[config.mk]
export PLATFORM = sky130hd
export DESIGN_NAME = buzzer_pcm
export DESIGN_NICKNAME = d
export VERILOG_FILES = /design/src/rtl/buzzer_pcm.sv
export SDC_FILE = /design/constraint.sdc
export NUM_CORES = 1
export LEC_CHECK = 0
export ABC_AREA = 1
export ABC_CLOCK_PERIOD_IN_PS = 2600
export BUFFER_PORTS_ARGS = -buffer_cell sky130_fd_sc_hd__buf_2
export CORE_ASPECT_RATIO = 1.25
export CORE_MARGIN = 2
export CORE_UTILIZATION = 50
export DETAILED_ROUTE_END_ITERATION = 8
export PLACE_DENSITY = 0.87
export SYNTH_ARGS = -nofsm -noshare
export SYNTH_HDL_FRONTEND = slang
export SYNTH_SLANG_ARGS = --single-unit
[constraint.sdc]
create_clock -name clk -period 2.6 [get_ports clk]
set_clock_uncertainty 0.15 [all_clocks]
set_input_delay 0.13 -clock clk [delete_from_list [all_inputs] [get_ports clk]]
set_output_delay 0.13 -clock clk [all_outputs]
set_load 0.02 [all_outputs]
[src/rtl/buzzer_pcm.sv]
// buzzer_pcm: boxcar-decimates the 1-bit buzzer square wave, scaled by a
// 3-bit level, into signed 16-bit PCM samples. Samples are offered on a
// valid/ready handshake, and a sticky flag records any overwritten sample.
// Optional feature macro: BUZZER_PCM_SOFT_MUTE_EN. When it is defined, the
// effective level ramps one step per sample toward its target.
module buzzer_pcm #(
    parameter int unsigned DECIMATE = 4
) (
    input  logic        clk,
    input  logic        reset,
    input  logic        clk_en,
    input  logic        buzzer,
    input  logic        enable,
    input  logic [2:0]  level,
    output logic [15:0] sample,
    output logic        sample_valid,
    input  logic        sample_ready,
    output logic        overrun
);

    localparam int unsigned SHIFT = $clog2(DECIMATE);
    localparam int unsigned ACC_W = 16 + SHIFT;

    logic [2:0]              target_lvl;
    logic [2:0]              lvl_eff;
    logic signed [ACC_W-1:0] mag;
    logic signed [ACC_W-1:0] contrib;
    logic signed [ACC_W-1:0] sum;
    logic signed [ACC_W-1:0] acc_q, acc_d;
    logic                    boundary;
    logic                    load;
    logic                    xfer;
    logic [15:0]             sample_q, sample_d;
    logic                    valid_q, valid_d;
    logic                    overrun_q, overrun_d;

    assign target_lvl = enable ? level : 3'd0;

`ifdef BUZZER_PCM_SOFT_MUTE_EN
    logic [2:0] lvl_q, lvl_d;

    assign lvl_eff = lvl_q;

    // Step the level once per sample so each period uses a constant amplitude.
    always_comb begin
        lvl_d = lvl_q;
        if (load) begin
            if (lvl_q < target_lvl) begin
                lvl_d = lvl_q + 3'd1;
            end else if (lvl_q > target_lvl) begin
                lvl_d = lvl_q - 3'd1;
            end
        end
    end

    // Effective level register.
    always_ff @(posedge clk) begin
        if (reset) begin
            lvl_q <= 3'd0;
        end else begin
            lvl_q <= lvl_d;
        end
    end
`else
    assign lvl_eff = target_lvl;
`endif

    // Per-tick contribution: +/- (L << 12), zero-extended before negation.
    always_comb begin
        mag     = ACC_W'({lvl_eff, 12'd0});
        contrib = buzzer ? mag : -mag;
        sum     = acc_q + contrib;
    end

    // Tick counter exists only when more than one tick makes a sample.
    if (SHIFT > 0) begin : g_cnt
        logic [SHIFT-1:0] cnt_q, cnt_d;

        assign boundary = (cnt_q == SHIFT'(DECIMATE - 1));

        // Wrap the counter at the sample boundary.
        always_comb begin
            cnt_d = cnt_q;
            if (clk_en) begin
                cnt_d = boundary ? '0 : cnt_q + 1'b1;
            end
        end

        // Tick counter register.
        always_ff @(posedge clk) begin
            if (reset) begin
                cnt_q <= '0;
            end else begin
                cnt_q <= cnt_d;
            end
        end
    end else begin : g_no_cnt
        assign boundary = 1'b1;
    end

    assign load = clk_en && boundary;
    assign xfer = valid_q && sample_ready;

    // Accumulate, emit on the boundary, and run the output handshake.
    always_comb begin
        acc_d     = acc_q;
        sample_d  = sample_q;
        valid_d   = valid_q;
        overrun_d = overrun_q;
        if (clk_en) begin
            acc_d = boundary ? '0 : sum;
        end
        if (load) begin
            // Arithmetic shift floors; the result always fits in 16 bits.
            sample_d = 16'(sum >>> SHIFT);
            valid_d  = 1'b1;
            if (valid_q && !sample_ready) begin
                overrun_d = 1'b1;
            end
        end else if (xfer) begin
            valid_d = 1'b0;
        end
    end

    // Datapath and handshake registers.
    always_ff @(posedge clk) begin
        if (reset) begin
            acc_q     <= '0;
            sample_q  <= 16'd0;
            valid_q   <= 1'b0;
            overrun_q <= 1'b0;
        end else begin
            acc_q     <= acc_d;
            sample_q  <= sample_d;
            valid_q   <= valid_d;
            overrun_q <= overrun_d;
        end
    end

    assign sample       = sample_q;
    assign sample_valid = valid_q;
    assign overrun      = overrun_q;

endmodule

; ---- After elaboration in Yosys (flattened, before gate mapping)
; Cells that the tools add are included.
; W data, S select, Z words.
[word_totals]
latch_bits = 0
out_inout_bits = 18
wordCells = 21
input_bits = 9
mem_bits_rw = 0
ff_bits = 38
n_memories = 0
romBits = 0
[op_classes]
n_eq_ne = 1
div_mod_pow = 0
n_shift = 0
mul = 0
add_sub_neg = 3
reduce_logical = 6
order_cmp = 0
bitwise = 0
muxes = 6
[op_table]
columns = cell, count
row1 = $mux W18, 2
row2 = $add A18 B18 Y18, 1
row3 = $neg A15 Y18, 1
row4 = $logic_and A1 B1 Y1, 3
row5 = $mux W3, 1
row6 = $add A2 B1 Y2 const B, 1
row7 = $eq A2 B2 Y1 const B, 1
row8 = $mux W1, 2
row9 = $mux W2, 1
row10 = $reduce_and A2 Y1, 1
row11 = $reduce_bool A2 Y1, 1
row12 = $logic_not A1 Y1, 1

; ---- Logic depth before layout (Yosys ltp)
[logic_depth]
word_depth = 5
depth_mapped = 16
depth_no_buf = 16

; ---- Least setup slack after synthesis
; OpenSTA, ideal clock, no wires.
[synth_path]
path_type = input to register
start = in level[1]
end = reg sample_q[14] (netlist: sample[14])
required_time_ps = 2338
arrival_ps = 1707
cell_stages = 11
n_path_buf = 0
setup_ps = 112
path_slack_ps = 631
cell_sequence = nand2_1 -> ha_1 -> nand2_1 -> o21ai_0 -> fa_1 -> nand3_1 -> nand2_1 -> or2_0 -> and2_4 -> o21ai_2 -> inv_1
[synth_via]
elab_chain_len = 4
[synth_rtl]
columns = item, line
row1 = start: declaration, 14  ; input logic [2:0] level,
row2 = $mux W3 *, 37  ; assign target_lvl = enable ? level : 3'd0;
row3 = $neg A15 Y18, 71  ; contrib = buzzer ? mag : -mag;
row4 = $mux W18 *, 71
row5 = $add A18 B18 Y18 *, 72  ; sum = acc_q + contrib;
row6 = end signal: assignment, 134  ; sample_q <= sample_d;
row7 = end: declaration, 33  ; logic [15:0] sample_q, sample_d;
; Mark *: on every way between the ends. The rest lies on a longest branch, timed or not.
; A chain may end at the register's enable or synchronous reset.

; ---- Worst setup path after layout
[layout_path]
start = in enable
end = reg acc_q[15]
[layout_via]
elab_chain_len = 5
[layout_rtl]
columns = item, line
row1 = start: declaration, 13  ; input logic enable,
row2 = $mux W3 *, 37
row3 = $neg A15 Y18, 71
row4 = $mux W18 *, 71
row5 = $add A18 B18 Y18 *, 72
row6 = $mux W18 *, 111  ; acc_d = boundary ? '0 : sum;
row7 = end signal: assignment, 128  ; acc_q <= '0;
row8 = end signal: assignment, 133  ; acc_q <= acc_d;
row9 = end: declaration, 29  ; logic signed [ACC_W-1:0] acc_q, acc_d;
; Marked as above.

==> metrics.cfg <==
[outcome]
status=complete, no violations

[grt]
grt_use_total_pct=18.23
grt_pass1_vias=816
grt_max_degree=17
overflow=0
grt_pass1_wl_mm=3.160
antenna_found_initial=0

[synth]
synthTopCellsByArea=dfxtp_1 33%, nand2_1 15%, ha_1 10%, buf_4 7.7%, a21oi_1 6.2%
synth-seq-area-share_pct=32.99
synth-seq-cells=16
yosys_warnings=0
synthDistinctLibCells=26
syn_avg_cell_area_um2=7.300
synth_top_area_share_pct=32.99
syn_inst=133
yosysTopAreaCell=dfxtp_1
syn_area_um2=970.9

[drt]
totalWireLength_mm=1.801
ant_nets=0
routedWlPerCell_um=10.53
first_pass_iters=4
route.detailed.drc=0
vias=836
drt_iter0_markers=15
vias_per_cell=4.889

[clock_tree]
cts_buffer_depth=2
cts_tree=built
cts.sinks=16
cts_hold_buf=2
post_cts_buffers=0
path_clk_slew_ns=0.09
cts.htree.levels=1
cts_buffers=3
cts-resized-gates=0
root_buffer=clkbuf_4
clk_latency_ns=0.30

[critical_path]
crit_start=enable
critPathTopFamily=adder cells
path_class=primary input to flip-flop
worstSetupEndpointType=flip-flop
r2r_start=acc_q[12]
crit_buf_inv=1
timing.rr.end=sample[14]
arrival_ns=2.02
worst-r2r-cell-count=8
crit_fanout=4
required_ns=2.68
cp_slowest_cell=ha_1
crit_cells=13
critPathMaxStageDelay_ns=0.35
path_cells=buf_2 -> nand2_1 -> ha_1 -> ha_1 -> nand2_1 -> o21ai_0 -> ha_1 -> nand2_1 -> nand2_1 -> a21oi_1 -> xnor2_1 -> nand2_1 -> a21oi_1
crit_path_end=acc_q[15]
regToRegSetupSlack_ns=0.75
crit_top_cell=nand2_1
start_kind=primary input

[pwr]
leakage_nw=0.5843
vdd_ir_drop_max_mv=0.3839
powerDensity_nw_per_um2=519.3

[place]
io_buffers=16
place_congestion=0.8304
dp.final_hpwl_mm=1.456
dp_worst_setup_slack_ns=0.3524

[timing]
fin_crit_sh_pct=74.39
rsz0062_at_grt=no
setup_ws_ns=0.6658
timing.fmax_mhz=517.0
finalHoldViolations=0
final_max_slew_viol_count=0
timing.final.crit_period_ns=1.934
tns_ns=0
finalSetupViolations=0

[final_layout]
drive_gt1_share_pct=19.74
areaGrowthSynthToFinish_pct=11.34
diodes=0
nets=171

[floorplan]
die_y_um=53.27
io_pins=27
start_util_pct=53.70
rows=17
core_um2=1808
chipWidth_um=43.42
die_area_um2=2313

[flow_run]
cap_violations=0

[min_path]
hold_class=primary input to flip-flop

[worst register-to-register path: stages, from the launching register on]
cell     delay, ns
dfxtp_1       0.33
ha_1          0.24
fa_1          0.41
nand3_1       0.10
nand2_1       0.06
or2_0         0.20
and2_4        0.14
o21ai_2       0.10
inv_1         0.04
[cell type report]
cell class | instances | area [um^2]
repair buffers | 18 | 100.1
multi-input cells | 100 | 548.0
flip-flops and latches | 16 | 320.3
fillers | 171 | 726.9
inverters | 14 | 52.55
clock buffers | 4 | 36.28
well taps | 19 | 23.77
[per-layer routing]
metal  GRT usage, %  part of all wire, %  vias to the layer above
li1               -                    -                      441
met1          20.38                   41                      366
met2          33.33                   51                       27
met3          2.048                  5.6                        2
met4          9.596                  1.9                        0
met5              0                    0                        -
[placed cells by master, fill, tap and decap left out, types with 2 or more instances in the layout]
| cell | count |
|---|---|
| buf_2 | 16 |
| a21oi_1 | 12 |
| nand2_1 | 39 |
| dlygate4sd3_1 | 2 |
| a21oi_2 | 2 |
| ha_1 | 8 |
| inv_2 | 3 |
| clkbuf_4 | 3 |
| o21ai_0 | 2 |
| nor2_1 | 9 |
| nand3_1 | 6 |
| conb_1 | 10 |
| dfxtp_1 | 16 |
| inv_1 | 11 |
[metrics by stage]
stage	std cells	utilization [%]	hold slack [ns]	power, W	cell area (um^2)
2_1_floorplan	142	-	0.07458	0.0003812	1005
3_3_place_gp	165	56.68	0.2410	0.0003919	1025
3_5_place_dp	165	56.68	0.2658	0.0003976	1025
4_1_cts	171	59.79	0.02832	0.0005629	1081
5_1_grt	171	59.79	0.06546	0.0005923	1081
6_report	171	59.79	0.02694	0.0005614	1081
[power breakdown]
group | internal, W | switching [W] | leakage, nW
clock | 0.0000856 | 0.0000808 | 0.0210
sequential | 0.000257 | 0.00000850 | 0.130
combinational | 0.0000477 | 0.0000813 | 0.433
[worst min path at each step]
stage	slack (ns)	startpoint	endpoint	depth (start not counted)
2_1_floorplan	0.07	clk_en	g_cnt.cnt_q[0]	1
3_3_place_gp	0.24	sample_ready	sample_valid	4
3_5_place_dp	0.27	sample_ready	sample_valid	4
4_1_cts	0.03	reset	acc_q[17]	2
5_1_grt	0.07	reset	sample[10]	2
6_report	0.03	reset	acc_q[17]	2
[logic make-up (layout without fill, tap and decap cells)]
| family | Yosys count | after routing | synth area share (%) |
|---|---|---|---|
| AOI/OAI and AO/OA | 20 | 20 | 11.86 |
| xor gates and xnor gates | 2 | 2 | 1.804 |
| adders and majority gates | 9 | 9 | 12.37 |
| buffers and inverters | 26 | 36 | 14.05 |
| DFF | 16 | 16 | 32.99 |
| other | 1 | 10 | 0.3862 |
| and+or+nand+nor | 59 | 59 | 26.55 |
[state kept, by name (all words and copies together) (netlist names)]
name / cells
acc_q: 6
g_cnt.cnt_q: 2
overrun: 1
sample: 6
sample_valid: 1
[Yosys cell counts (all sizes together)]
cell type,count
xor2,1
conb,1
fa,1
ha,8
nand3,7
and2,1
o21ai,4
dfxtp,16
a21oi,14
nor2,10
a31oi,1
or2,1
nand2,40
a211oi,1
clkbuf,1
buf,11
inv,14
xnor2,1
Power figures use the tool's default switching activity.
